$ cat config.mk
export PLATFORM = sky130hd
export DESIGN_NAME = spot_tracker_flat
export DESIGN_NICKNAME = d
export VERILOG_FILES = /design/src/rtl/spot_tracker_if.sv /design/src/rtl/spot_tracker.sv /design/src/flat_wrapper.sv
export SDC_FILE = /design/constraint.sdc
export NUM_CORES = 1
export LEC_CHECK = 0
export BUFFER_PORTS_ARGS = -buffer_cell sky130_fd_sc_hd__buf_2
export CELL_PAD_IN_SITES_DETAIL_PLACEMENT = 1
export CELL_PAD_IN_SITES_GLOBAL_PLACEMENT = 2
export CORE_UTILIZATION = 41
export DETAILED_ROUTE_END_ITERATION = 16
export HOLD_SLACK_MARGIN = 0.03
export PLACE_DENSITY_LB_ADDON = 0.1
export SYNTH_ARGS = -nofsm -noshare
export SYNTH_HDL_FRONTEND = slang
export SYNTH_SLANG_ARGS = --single-unit
$ cat constraint.sdc
create_clock -name clk -period 4.9 [get_ports clk]
set_input_delay 0.245 -clock clk [delete_from_list [all_inputs] [get_ports clk]]
set_output_delay 0.245 -clock clk [all_outputs]
set_load 0.02 [all_outputs]
$ cat src/rtl/spot_tracker_if.sv
`default_nettype none
// ============================================================================
//  Module   : spot_tracker_if
//  Brief    : Pixel-stream / readout bundle for the bright-spot tracker.
//             master = stream source and MCU reader, slave = tracker.
//  Revision : 1.0  initial release
// ============================================================================
interface spot_tracker_if #(
    parameter int PIX_W = 8
);
    logic             vsync;
    logic             hsync;
    logic             pix_valid;
    logic [PIX_W-1:0] pix;
    logic [PIX_W-1:0] thresh;
    logic [5:0]       rd_addr;
    logic [15:0]      rd_data;
    logic [3:0]       spot_cnt;
    logic             overflow;
    logic             frame_done;

    modport master (
        output vsync, hsync, pix_valid, pix, thresh, rd_addr,
        input  rd_data, spot_cnt, overflow, frame_done
    );

    modport slave (
        input  vsync, hsync, pix_valid, pix, thresh, rd_addr,
        output rd_data, spot_cnt, overflow, frame_done
    );
endinterface
`default_nettype wire

$ cat src/rtl/spot_tracker.sv
`default_nettype none
// ============================================================================
//  Module   : spot_tracker
//  Brief    : Thresholds a pixel stream, groups bright horizontal runs into
//             up to N_SPOTS bounding boxes per frame and latches them into a
//             read bank on the vsync rising edge.
//             Optional feature macro: SPOT_AREA_EN (per-spot 16-bit pixel
//             count readable at field 4).
//  Revision : 1.0  initial release
// ============================================================================
module spot_tracker #(
    parameter int PIX_W   = 8,
    parameter int X_W     = 10,
    parameter int Y_W     = 10,
    parameter int N_SPOTS = 4,
    parameter int MIN_RUN = 2
) (
    input  logic         clk,
    input  logic         nRst,
    spot_tracker_if.slave bus
);

    localparam logic [X_W:0] C_MIN_RUN = MIN_RUN[X_W:0];

    // ------------------------------------------------------------------
    // Edge detection and x/y counters
    // ------------------------------------------------------------------
    logic           hs_q, vs_q;
    logic           w_hs_rise, w_hs_fall, w_vs_rise;
    logic [X_W-1:0] x_q, x_d, w_pix_x;
    logic [Y_W-1:0] y_q, y_d;

    assign w_hs_rise = bus.hsync & ~hs_q;
    assign w_hs_fall = ~bus.hsync & hs_q;
    assign w_vs_rise = bus.vsync & ~vs_q;
    // The pixel arriving with the hsync rising edge is column 0.
    assign w_pix_x   = w_hs_rise ? '0 : x_q;

    // Next column/row: saturating increments, vsync restart wins for y
    always_comb begin
        x_d = x_q;
        if (w_hs_rise)
            x_d = '0;
        if (bus.hsync && bus.pix_valid && (w_pix_x != '1))
            x_d = w_pix_x + 1'b1;
        y_d = y_q;
        if (w_hs_fall && (y_q != '1))
            y_d = y_q + 1'b1;
        if (w_vs_rise)
            y_d = '0;
    end

    // Edge-detect history and counter registers
    always_ff @(posedge clk) begin
        if (!nRst) begin
            hs_q <= 1'b0;
            vs_q <= 1'b0;
            x_q  <= '0;
            y_q  <= '0;
        end else begin
            hs_q <= bus.hsync;
            vs_q <= bus.vsync;
            x_q  <= x_d;
            y_q  <= y_d;
        end
    end

    // ------------------------------------------------------------------
    // Compare stage: threshold result and pixel coordinates registered
    // ------------------------------------------------------------------
    logic           p1_vld_q, p1_bright_q, p1_hfall_q;
    logic [X_W-1:0] p1_x_q;
    logic [Y_W-1:0] p1_y_q;

    // Register one pixel; anything coinciding with the frame edge is dropped
    always_ff @(posedge clk) begin
        if (!nRst) begin
            p1_vld_q    <= 1'b0;
            p1_bright_q <= 1'b0;
            p1_hfall_q  <= 1'b0;
            p1_x_q      <= '0;
            p1_y_q      <= '0;
        end else begin
            p1_vld_q    <= bus.hsync & bus.pix_valid & ~w_vs_rise;
            p1_bright_q <= (bus.pix >= bus.thresh);
            p1_hfall_q  <= w_hs_fall & ~w_vs_rise;
            p1_x_q      <= w_pix_x;
            p1_y_q      <= y_q;
        end
    end

    // ------------------------------------------------------------------
    // Run detection
    // ------------------------------------------------------------------
    logic           run_open_q, run_open_d;
    logic [X_W-1:0] run_xs_q, run_xs_d, run_xe_q, run_xe_d;
    logic [Y_W-1:0] run_y_q, run_y_d;
    logic [X_W:0]   w_run_len;
    logic           w_run_keep, w_run_close;

    assign w_run_len  = {1'b0, run_xe_q} - {1'b0, run_xs_q} + 1'b1;
    assign w_run_keep = (w_run_len >= C_MIN_RUN);

    // Open on a bright pixel, extend while bright, close on dark or line end
    always_comb begin
        run_open_d  = run_open_q;
        run_xs_d    = run_xs_q;
        run_xe_d    = run_xe_q;
        run_y_d     = run_y_q;
        w_run_close = 1'b0;
        if (p1_vld_q && p1_bright_q) begin
            if (!run_open_q) begin
                run_open_d = 1'b1;
                run_xs_d   = p1_x_q;
                run_xe_d   = p1_x_q;
                run_y_d    = p1_y_q;
            end else begin
                run_xe_d   = p1_x_q;
            end
        end else if ((p1_vld_q || p1_hfall_q) && run_open_q) begin
            run_open_d  = 1'b0;
            w_run_close = 1'b1;
        end
        // A run still open at the frame edge never reaches the merge stage.
        if (w_vs_rise) begin
            run_open_d  = 1'b0;
            w_run_close = 1'b0;
        end
    end

    logic           cl_vld_q;
    logic [X_W-1:0] cl_xs_q, cl_xe_q;
    logic [Y_W-1:0] cl_y_q;

    // Run state and the closed-run hand-off to the merge stage
    always_ff @(posedge clk) begin
        if (!nRst) begin
            run_open_q <= 1'b0;
            run_xs_q   <= '0;
            run_xe_q   <= '0;
            run_y_q    <= '0;
            cl_vld_q   <= 1'b0;
            cl_xs_q    <= '0;
            cl_xe_q    <= '0;
            cl_y_q     <= '0;
        end else begin
            run_open_q <= run_open_d;
            run_xs_q   <= run_xs_d;
            run_xe_q   <= run_xe_d;
            run_y_q    <= run_y_d;
            cl_vld_q   <= w_run_close & w_run_keep;
            cl_xs_q    <= run_xs_q;
            cl_xe_q    <= run_xe_q;
            cl_y_q     <= run_y_q;
        end
    end

    // ------------------------------------------------------------------
    // Working slots and merge
    // ------------------------------------------------------------------
    logic [N_SPOTS-1:0] sl_vld_q, sl_vld_d;
    logic [X_W-1:0]     sl_xmin_q [N_SPOTS];
    logic [X_W-1:0]     sl_xmin_d [N_SPOTS];
    logic [X_W-1:0]     sl_xmax_q [N_SPOTS];
    logic [X_W-1:0]     sl_xmax_d [N_SPOTS];
    logic [Y_W-1:0]     sl_ymin_q [N_SPOTS];
    logic [Y_W-1:0]     sl_ymin_d [N_SPOTS];
    logic [Y_W-1:0]     sl_ymax_q [N_SPOTS];
    logic [Y_W-1:0]     sl_ymax_d [N_SPOTS];
    logic [3:0]         wk_cnt_q, wk_cnt_d;
    logic               wk_ovf_q, wk_ovf_d;
`ifdef SPOT_AREA_EN
    logic [15:0]        sl_area_q [N_SPOTS];
    logic [15:0]        sl_area_d [N_SPOTS];
    logic [X_W:0]       w_cl_len;
    logic [16:0]        w_area_sum;
    assign w_cl_len = {1'b0, cl_xe_q} - {1'b0, cl_xs_q} + 1'b1;
`endif

    logic [N_SPOTS-1:0] w_match, w_hit_oh, w_free_oh;
    logic               w_hit, w_free;

    // Parallel adjacency test; pick lowest matching slot and lowest free slot
    always_comb begin
        w_match   = '0;
        w_hit_oh  = '0;
        w_free_oh = '0;
        w_hit     = 1'b0;
        w_free    = 1'b0;
        for (int i = 0; i < N_SPOTS; i++) begin
            w_match[i] = sl_vld_q[i]
                && (({1'b0, sl_ymax_q[i]} + 1'b1) >= {1'b0, cl_y_q})
                && ({1'b0, cl_xs_q} <= ({1'b0, sl_xmax_q[i]} + 1'b1))
                && (({1'b0, cl_xe_q} + 1'b1) >= {1'b0, sl_xmin_q[i]});
            if (w_match[i] && !w_hit) begin
                w_hit_oh[i] = 1'b1;
                w_hit       = 1'b1;
            end
            if (!sl_vld_q[i] && !w_free) begin
                w_free_oh[i] = 1'b1;
                w_free       = 1'b1;
            end
        end
    end

    // Slot update: frame-edge clear beats any merge landing in that cycle
    always_comb begin
        sl_vld_d  = sl_vld_q;
        sl_xmin_d = sl_xmin_q;
        sl_xmax_d = sl_xmax_q;
        sl_ymin_d = sl_ymin_q;
        sl_ymax_d = sl_ymax_q;
        wk_cnt_d  = wk_cnt_q;
        wk_ovf_d  = wk_ovf_q;
`ifdef SPOT_AREA_EN
        sl_area_d  = sl_area_q;
        w_area_sum = '0;
`endif
        if (w_vs_rise) begin
            sl_vld_d = '0;
            wk_cnt_d = '0;
            wk_ovf_d = 1'b0;
            for (int i = 0; i < N_SPOTS; i++) begin
                sl_xmin_d[i] = '0;
                sl_xmax_d[i] = '0;
                sl_ymin_d[i] = '0;
                sl_ymax_d[i] = '0;
`ifdef SPOT_AREA_EN
                sl_area_d[i] = '0;
`endif
            end
        end else if (cl_vld_q) begin
            if (w_hit) begin
                for (int i = 0; i < N_SPOTS; i++) begin
                    if (w_hit_oh[i]) begin
                        if (cl_xs_q < sl_xmin_q[i]) sl_xmin_d[i] = cl_xs_q;
                        if (cl_xe_q > sl_xmax_q[i]) sl_xmax_d[i] = cl_xe_q;
                        sl_ymax_d[i] = cl_y_q;
`ifdef SPOT_AREA_EN
                        w_area_sum   = {1'b0, sl_area_q[i]} + 17'(w_cl_len);
                        sl_area_d[i] = w_area_sum[16] ? 16'hFFFF : w_area_sum[15:0];
`endif
                    end
                end
            end else if (w_free) begin
                for (int i = 0; i < N_SPOTS; i++) begin
                    if (w_free_oh[i]) begin
                        sl_vld_d[i]  = 1'b1;
                        sl_xmin_d[i] = cl_xs_q;
                        sl_xmax_d[i] = cl_xe_q;
                        sl_ymin_d[i] = cl_y_q;
                        sl_ymax_d[i] = cl_y_q;
`ifdef SPOT_AREA_EN
                        w_area_sum   = 17'(w_cl_len);
                        sl_area_d[i] = w_area_sum[16] ? 16'hFFFF : w_area_sum[15:0];
`endif
                    end
                end
                wk_cnt_d = wk_cnt_q + 1'b1;
            end else begin
                wk_ovf_d = 1'b1;
            end
        end
    end

    // Working slot registers
    always_ff @(posedge clk) begin
        if (!nRst) begin
            sl_vld_q <= '0;
            wk_cnt_q <= '0;
            wk_ovf_q <= 1'b0;
            for (int i = 0; i < N_SPOTS; i++) begin
                sl_xmin_q[i] <= '0;
                sl_xmax_q[i] <= '0;
                sl_ymin_q[i] <= '0;
                sl_ymax_q[i] <= '0;
`ifdef SPOT_AREA_EN
                sl_area_q[i] <= '0;
`endif
            end
        end else begin
            sl_vld_q  <= sl_vld_d;
            sl_xmin_q <= sl_xmin_d;
            sl_xmax_q <= sl_xmax_d;
            sl_ymin_q <= sl_ymin_d;
            sl_ymax_q <= sl_ymax_d;
            wk_cnt_q  <= wk_cnt_d;
            wk_ovf_q  <= wk_ovf_d;
`ifdef SPOT_AREA_EN
            sl_area_q <= sl_area_d;
`endif
        end
    end

    // ------------------------------------------------------------------
    // Read bank, frame_done and readout
    // ------------------------------------------------------------------
    logic [X_W-1:0] bk_xmin_q [N_SPOTS];
    logic [X_W-1:0] bk_xmax_q [N_SPOTS];
    logic [Y_W-1:0] bk_ymin_q [N_SPOTS];
    logic [Y_W-1:0] bk_ymax_q [N_SPOTS];
`ifdef SPOT_AREA_EN
    logic [15:0]    bk_area_q [N_SPOTS];
`endif
    logic [3:0]     bk_cnt_q;
    logic           bk_ovf_q;
    logic           fd_pend_q, frame_done_q;
    logic [15:0]    rd_data_q, rd_data_d;

    // Bank copies the working set (pre-merge) at the frame edge only
    always_ff @(posedge clk) begin
        if (!nRst) begin
            bk_cnt_q <= '0;
            bk_ovf_q <= 1'b0;
            for (int i = 0; i < N_SPOTS; i++) begin
                bk_xmin_q[i] <= '0;
                bk_xmax_q[i] <= '0;
                bk_ymin_q[i] <= '0;
                bk_ymax_q[i] <= '0;
`ifdef SPOT_AREA_EN
                bk_area_q[i] <= '0;
`endif
            end
        end else if (w_vs_rise) begin
            bk_cnt_q  <= wk_cnt_q;
            bk_ovf_q  <= wk_ovf_q;
            bk_xmin_q <= sl_xmin_q;
            bk_xmax_q <= sl_xmax_q;
            bk_ymin_q <= sl_ymin_q;
            bk_ymax_q <= sl_ymax_q;
`ifdef SPOT_AREA_EN
            bk_area_q <= sl_area_q;
`endif
        end
    end

    // frame_done trails the bank update by one cycle
    always_ff @(posedge clk) begin
        if (!nRst) begin
            fd_pend_q    <= 1'b0;
            frame_done_q <= 1'b0;
        end else begin
            fd_pend_q    <= w_vs_rise;
            frame_done_q <= fd_pend_q;
        end
    end

    // Field select; spots beyond the latched count read as zero
    always_comb begin
        rd_data_d = '0;
        for (int i = 0; i < N_SPOTS; i++) begin
            if ((bus.rd_addr[5:3] == 3'(i)) && (4'(i) < bk_cnt_q)) begin
                case (bus.rd_addr[2:0])
                    3'd0:    rd_data_d = 16'(bk_xmin_q[i]);
                    3'd1:    rd_data_d = 16'(bk_xmax_q[i]);
                    3'd2:    rd_data_d = 16'(bk_ymin_q[i]);
                    3'd3:    rd_data_d = 16'(bk_ymax_q[i]);
`ifdef SPOT_AREA_EN
                    3'd4:    rd_data_d = bk_area_q[i];
`else
                    3'd4:    rd_data_d = '0;
`endif
                    default: rd_data_d = '0;
                endcase
            end
        end
    end

    // Registered read port
    always_ff @(posedge clk) begin
        if (!nRst) rd_data_q <= '0;
        else       rd_data_q <= rd_data_d;
    end

    assign bus.rd_data    = rd_data_q;
    assign bus.spot_cnt   = bk_cnt_q;
    assign bus.overflow   = bk_ovf_q;
    assign bus.frame_done = frame_done_q;

endmodule
`default_nettype wire

$ cat src/flat_wrapper.sv
// flat-port wrapper written by rule: the top's interface ports become plain ports
module spot_tracker_flat 
#(
    parameter int PIX_W   = 8,
    parameter int X_W     = 10,
    parameter int Y_W     = 10,
    parameter int N_SPOTS = 4,
    parameter int MIN_RUN = 2
)
  (clk, nRst, bus_vsync, bus_hsync, bus_pix_valid, bus_pix, bus_thresh, bus_rd_addr, bus_rd_data, bus_spot_cnt, bus_overflow, bus_frame_done);
  spot_tracker_if #(.PIX_W(PIX_W)) bus_i ();
  input  logic clk;
  input  logic nRst;
  input wire logic [$bits(bus_i.vsync)-1:0] bus_vsync;
  input wire logic [$bits(bus_i.hsync)-1:0] bus_hsync;
  input wire logic [$bits(bus_i.pix_valid)-1:0] bus_pix_valid;
  input wire logic [$bits(bus_i.pix)-1:0] bus_pix;
  input wire logic [$bits(bus_i.thresh)-1:0] bus_thresh;
  input wire logic [$bits(bus_i.rd_addr)-1:0] bus_rd_addr;
  output wire logic [$bits(bus_i.rd_data)-1:0] bus_rd_data;
  output wire logic [$bits(bus_i.spot_cnt)-1:0] bus_spot_cnt;
  output wire logic [$bits(bus_i.overflow)-1:0] bus_overflow;
  output wire logic [$bits(bus_i.frame_done)-1:0] bus_frame_done;
  assign bus_i.vsync = bus_vsync;
  assign bus_i.hsync = bus_hsync;
  assign bus_i.pix_valid = bus_pix_valid;
  assign bus_i.pix = bus_pix;
  assign bus_i.thresh = bus_thresh;
  assign bus_i.rd_addr = bus_rd_addr;
  assign bus_rd_data = bus_i.rd_data;
  assign bus_spot_cnt = bus_i.spot_cnt;
  assign bus_overflow = bus_i.overflow;
  assign bus_frame_done = bus_i.frame_done;
  spot_tracker #(.PIX_W(PIX_W), .X_W(X_W), .Y_W(Y_W), .N_SPOTS(N_SPOTS), .MIN_RUN(MIN_RUN)) u_core (.clk(clk), .nRst(nRst), .bus(bus_i));
endmodule
# [Yosys cells after proc, flatten, opt, wreduce, memory -nomap -nowiden]
# Index checks and enable logic that the tools add are counted.
# Widths: inputs -> output; s select.
[totals] register_bits=459 latchBits=0 ramBits=0 mem_bits_ro=0 inputBits=27 out_inout_bits=22 word_cells=267 mem_count=0
[classes] add_sub_neg=14 mul=0 n_div=0 order_cmp=26 n_eq_ne=21 shift=0 n_mux=67 bitwise_logic=16 n_reduce_logical=63
[ops] op="$mux 10" count=34
[ops] op="$mux 40" count=6
[ops] op="$pmux 10 s4" count=4
[ops] op="$add 10x1->11 const B" count=9
[ops] op="$ge 11x10->1" count=8
[ops] op="$mux 16" count=4
[ops] op="$le 10x11->1" count=4
[ops] op="$gt 10x10->1" count=4
[ops] op="$lt 10x10->1" count=4
[ops] op="$reduce_and 5->1" count=8
[ops] op="$reduce_and 4->1" count=8
[ops] op="$logic_and 1x1->1" count=27
[ops] op="$add 10x1->10 const B" count=2
[ops] op="$ne 10x10->1 const B" count=2
[ops] op="$mux 1" count=19
[ops] op="$ne 2x2->1 const B" count=9
[ops] op="$eq 3x2->1 const B" count=4
[ops] op="$add 11x1->11 const B" count=1
[ops] op="$ge 11x2->1 const B" count=1
[ops] op="$sub 10x10->11" count=1
[ops] op="$reduce_bool 2->1" count=5
[ops] op="$not 1->1" count=9
[ops] op="$ge 8x8->1" count=1
[ops] op="$logic_not 1->1" count=8
[ops] op="other kinds (11)" count=25

# [Depth between registers and ports, before layout]
[logic_depth] ltp_word=17 mapped_depth=17 depth_no_buf=15

# [Least setup slack after synthesis]
# OpenSTA, ideal clock, no wires.
[synth_timing] path_kind="register -> register" startpoint="reg u_core.cl_xe_q[0]" endpoint="reg u_core.sl_ymin_q[21] (netlist bit)" setup_time_ps=119 arrival_ps=3649 required_ps=4781 path_slack_ps=1132 path_stages_with_launch=15 n_path_buf=1 period_less_slack_ps=3768 cell_sequence="dfxtp_1 -> ha_1 -> nand3_1 -> nor2_1 -> and3_1 -> xor2_1 -> ha_1 -> and4_1 -> a2111oi_0 -> a211oi_2 -> a211oi_4 -> and2_1 -> or3b_4 -> buf_6 -> mux2i_1"
[synth_via] elab_chain_cells=15 elab_cells_between_ends=21 classes_between="1 x add/sub; 4 x order compare; 4 x mux; 1 x bitwise; 11 x reduce/logical"
[synth_rtl] item="start, declared" line="spot_tracker.sv:132" text="logic [X_W-1:0] cl_xs_q, cl_xe_q;"
[synth_rtl] item="start signal, assigned" line="spot_tracker.sv:153" text="cl_xe_q <= run_xe_q;"
[synth_rtl] item="$add 10x1->11 (*)" line="spot_tracker.sv:194" text="&& (({1'b0, cl_xe_q} + 1'b1) >= {1'b0, sl_xmin_q[i]});"
[synth_rtl] item="$ge 11x10->1" line="spot_tracker.sv:194"
[synth_rtl] item="$logic_and 1x1->1" line="spot_tracker.sv:194"
[synth_rtl] item="$mux 1" line="spot_tracker.sv:195" text="if (w_match[i] && !w_hit) begin"
[synth_rtl] item="$logic_not 1->1" line="spot_tracker.sv:195"
[synth_rtl] item="$logic_and 1x1->1" line="spot_tracker.sv:195"
[synth_rtl] item="$mux 1" line="spot_tracker.sv:195"
[synth_rtl] item="$logic_not 1->1" line="spot_tracker.sv:195"
[synth_rtl] item="$logic_and 1x1->1" line="spot_tracker.sv:195"
[synth_rtl] item="$mux 1" line="spot_tracker.sv:195"
[synth_rtl] item="$logic_not 1->1" line="spot_tracker.sv:195"
[synth_rtl] item="$logic_and 1x1->1" line="spot_tracker.sv:195"
[synth_rtl] item="$mux 1 (*)" line="spot_tracker.sv:195"
[synth_rtl] item="$not 1->1 (no source line) (*)"
[synth_rtl] item="$reduce_and 4->1 (no source line) (*)"
[synth_rtl] item="end signal, assigned" line="spot_tracker.sv:285" text="sl_ymin_q <= sl_ymin_d;"
[synth_rtl] item="end, declared" line="spot_tracker.sv:166" text="logic [Y_W-1:0] sl_ymin_q [N_SPOTS];"
# Mark *: on every way between the ends. The rest lies on a longest branch, timed or not.
# A chain may end at the register's enable or synchronous reset.

# [Final worst setup path]
[layout_timing] startpoint="reg u_core.sl_ymax_q[0] (netlist bit)" endpoint="reg u_core.sl_ymin_q[30] (netlist bit)"
[layout_via] elab_chain_cells=9
[layout_rtl] item="start, declared" line="spot_tracker.sv:168" text="logic [Y_W-1:0] sl_ymax_q [N_SPOTS];"
[layout_rtl] item="start signal, assigned" line="spot_tracker.sv:286" text="sl_ymax_q <= sl_ymax_d;"
[layout_rtl] item="$add 10x1->11" line="spot_tracker.sv:192" text="&& (({1'b0, sl_ymax_q[i]} + 1'b1) >= {1'b0, cl_y_q})"
[layout_rtl] item="$ge 11x10->1" line="spot_tracker.sv:192"
[layout_rtl] item="$logic_and 1x1->1" line="spot_tracker.sv:192"
[layout_rtl] item="$logic_and 1x1->1" line="spot_tracker.sv:193" text="&& ({1'b0, cl_xs_q} <= ({1'b0, sl_xmax_q[i]} + 1'b1))"
[layout_rtl] item="$logic_and 1x1->1" line="spot_tracker.sv:194"
[layout_rtl] item="$logic_and 1x1->1" line="spot_tracker.sv:195"
[layout_rtl] item="$mux 1" line="spot_tracker.sv:195"
[layout_rtl] item="$not 1->1 (no source line)"
[layout_rtl] item="$reduce_and 4->1 (no source line)"
# Every way passes these cells.

==> reports/qor.csv <==
stage;metric;value;unit
logic_synthesis;Syn Area/Cell;9.324;µm²
flow_run;# Max-Cap Violations;0;
clock_network;Clock Latency Late Sink;0.60;ns
timing;Rel. slew slack;26.29;%
finish;Finished Layout Cells;3179;
worst_setup_path;Req. time, crit path;5.35;ns
floorplanning;Initial Utilization;41.46;%
global_route;Total GRT Usage;28.35;%
worst_setup_path;Critical Path Start;u_core.sl_ymax_q[0];
worst_setup_path;CP Class;reg -> reg;
timing;Final Skew;0.02533;ns
floorplanning;Die X;235.0;µm
floorplanning;Die H;235.0;µm
pwr;power share of the combinational group;3.3;%
timing;Hold Vio Cnt, Final;0;
clock_network;clk root buf;clkbuf_16;
logic_synthesis;synthesized cell area;0.02227;mm²
detailed_routing;post-route ant nets;0;
worst_setup_path;Arr. time, crit path;4.96;ns
logic_synthesis;#FFs+latches synth;453;
clock_network;CTS tree;done;
detailed_routing;initial DRC count;1189;
worst_hold_path;Hold WC Path Type;in -> reg;
clock_network;clk buf depth;3;
pwr;worst vdd ir;0.2517;mV
worst_setup_path;slowest CP cell;a2111oi_2;
timing;final period utilization;92.06;%
worst_setup_path;Critical R2R Launch;u_core.sl_ymax_q[0];
timing;Tmin final;4.511;ns
finish;share of layout cells above drive strength 1;9.223;%
logic_synthesis;sequential cell area fraction in the yosys report;40.73;%
clock_network;Post-CTS Resized;0;
finish;leading cell type in the layout, fill and taps excluded;dfxtp_1;
pwr;Seq pwr share;45.5;%
floorplanning;Core Region;0.05371;mm²
detailed_routing;routed vias;18230;
finish;Area Growth Syn to Fin;14.13;%
finish;nets;2704;
place;Port Buffers;42;
detailed_routing;Detailed Routing Iterations Pass 1;5;
global_route;initial antenna violation count;2;
clock_network;Clock Pin Slew Worst Setup and Hold Paths;0.06;ns
global_route;first-pass GRT wire length;119.0;mm
pwr;pwr/cell area;320.1;mW/mm²
worst_setup_path;Setup crit end kind;register;
detailed_routing;final wirelength;78.57;mm
clock_network;TritonCTS buffer count;51;
floorplanning;Row Count;85;
floorplanning;IO Count;49;
timing;RSZ-0062 raised after global routing;false;
worst_setup_path;worst-path maximum fanout;8;
pwr;Sw Ratio;22.48;%
pwr;Leakage;10.63;nW
logic_synthesis;share of the synthesized area in the top cell type;40.73;%
global_route;gr ovfl total;0;
place;DPL Wire Length;58.68;mm
logic_synthesis;Synth Flop Type;dfxtp_1;
timing;fin worst setup slack;0.3893;ns
pwr;clock network power share;51.2;%
logic_synthesis;Synth area leaders;dfxtp_1, ha_1, a22o_1, mux2i_1, nor2_1;
clock_network;clk sink count;453;
pwr;Pwr Total;8.134;mW
worst_setup_path;crit path cell chain;ha_1, nand2_1, nor2_1, nand3_1, xnor2_1, ha_1, a41oi_1, o21ai_0, a31oi_1, o21ai_0, and3_1, buf_4, a2111oi_2, buf_4, mux2i_1, nor2_1;
detailed_routing;DR WL/cell;24.72;µm
logic_synthesis;Ys Warns;0;
global_route;pin count of the biggest net entering global routing;114;
worst_setup_path;CP startpoint kind;register;
logic_synthesis;Async SR Flop Fraction;0;%
detailed_routing;drt drc;0;
timing;final setup fails;0;
place;pre-CTS WS;0.3999;ns
place;gpl congestion;0.8929;
place;placed cell count;3081;
global_route;number of global-route vias before repair;18840;
logic_synthesis;number of flops mapped to enable cells by yosys;0;
floorplanning;die area;0.05524;mm²
timing;max frequency;221.7;MHz
pwr;P_sw;1.828;mW
timing;setup TNS;0;ns
logic_synthesis;post-synthesis cell count;2388;
finish;commonest cells after routing, fill and taps aside;dfxtp_1, ha_1, nor2_1;
timing;Final Max Tran Viols;0;
logic_synthesis;post-synth top area cell;dfxtp_1;
finish;Ant. Diodes;0;
worst_hold_path;Hold Path Origin;bus_pix_valid;
pwr;Pint;6.305;mW
timing;Worst Max-Slew Pin Slew;1.106;ns
outcome;run status;complete, no violations;
clock_network;htree depth;2;
detailed_routing;DR vias/cell;5.733;
worst_setup_path;crit-path max cell delay;0.63;ns
logic_synthesis;synth unique cells;62;
finish;Fillers;6108;
==> kinds of logic (layout without fill, tap and decap cells) <==
logic type,after synthesis,in the layout,synth area share (%)
and+or+nand+nor,620,620,13.05
AOI/OAI and AO/OA,571,571,18.26
DFF,453,453,40.73
buffers and inverters,281,371,4.996
adders and majority gates,236,236,13.30
muxes,135,135,6.069
xor gates and xnor gates,91,91,3.579
other,1,6,0.01684
==> final timing paths <==
kind	to	slack (ns)	depth (start not counted)
worst min register to register	u_core.cl_y_q[8]	0.43	2
worst min-delay path	u_core.p1_vld_q	0.06	3
worst max register to register	u_core.sl_ymin_q[30]	0.39	16
worst max-delay path	u_core.sl_ymin_q[30]	0.39	16
==> Yosys cell counts (4+ instances only) <==
cell / n
dfxtp_1: 453
ha_1: 235
nor2_1: 182
nand2_1: 167
a22o_1: 165
inv_1: 147
mux2i_1: 135
a21oi_1: 121
clkbuf_1: 111
nand3_1: 98
a22oi_1: 80
o21ai_0: 70
xnor2_1: 67
a21o_1: 42
and2_1: 28
and3_1: 28
nand4_1: 28
xor2_1: 24
nand2b_1: 20
a211oi_1: 19
nor3_1: 16
a31oi_1: 14
nor2b_1: 13
nor4_1: 13
buf_2: 10
o21a_1: 10
or3_1: 9
a2111oi_0: 8
buf_4: 8
o31ai_1: 5
a211oi_2: 4
o2111ai_1: 4
o21bai_1: 4
==> timing repair <==
action,4_1_cts,5_1_grt
endpoints found under the hold margin,3,0
hold buffers,3,0
buffers inserted,0,0
endpoints found under the setup margin,0,0
==> sequential cells by signal, indices dropped and copies added (netlist names), 40 cells and up <==
| register | cells |
|---|---|
| u_core.bk_xmax_q | 40 |
| u_core.bk_xmin_q | 40 |
| u_core.bk_ymax_q | 40 |
| u_core.bk_ymin_q | 40 |
| u_core.sl_xmax_q | 40 |
| u_core.sl_xmin_q | 40 |
| u_core.sl_ymax_q | 40 |
| u_core.sl_ymin_q | 40 |
==> stage by stage <==
step / area (µm²) / utilization (%) / hold slack, ns
after floorplan: 22290 / - / 0.3667
after global placement: 23560 / 43.86 / 0.4176
after detailed placement: 23560 / 43.86 / 0.4222
after CTS: 25410 / 47.32 / 0.05130
after global routing: 25410 / 47.32 / 0.04443
final: 25410 / 47.32 / 0.06337
==> power groups by stage <==
| stage | combinational, mW | clock [mW] | sequential (mW) |
|---|---|---|---|
| after global placement | 0.263 | 0 | 3.78 |
| final | 0.269 | 4.17 | 3.70 |
| after CTS | 0.271 | 4.26 | 3.70 |
| after detailed placement | 0.267 | 0 | 3.78 |
| after global routing | 0.293 | 4.41 | 3.70 |
| after floorplan | 0.170 | 0 | 3.78 |
==> cell type report <==
cell class	instances	area, µm²	share of cell area [%]
clock buffer	71	1453	5.716
clock inverter	24	374.1	1.472
inverter	147	551.8	2.171
multi-input combinational	1659	12160	47.86
sequential	453	9069	35.69
tap	696	870.8	3.427
timing repair buffer	129	933.4	3.673
==> worst max-delay path: cells and delay by family, from the launching register on <==
kind / cells / cell delay, ns
simple gates: 5 / 1.03
buf+inv: 2 / 0.53
compound gates: 5 / 1.34
mux: 1 / 0.22
xor+xnor: 1 / 0.22
fa+ha+maj: 2 / 0.56
flops: 1 / 0.43
==> per-layer routing <==
metal,part of all wire (%),routed length [µm],vias up,GRT usage (%)
met2,47,36750,364,47.43
met3,3.9,3044,115,3.348
li1,-,-,8656,-
met4,2.6,2020,4,7.815
met5,0.028,22,-,0
met1,47,36740,9086,38.43
Note: power is estimated with default switching activity, not from simulation.
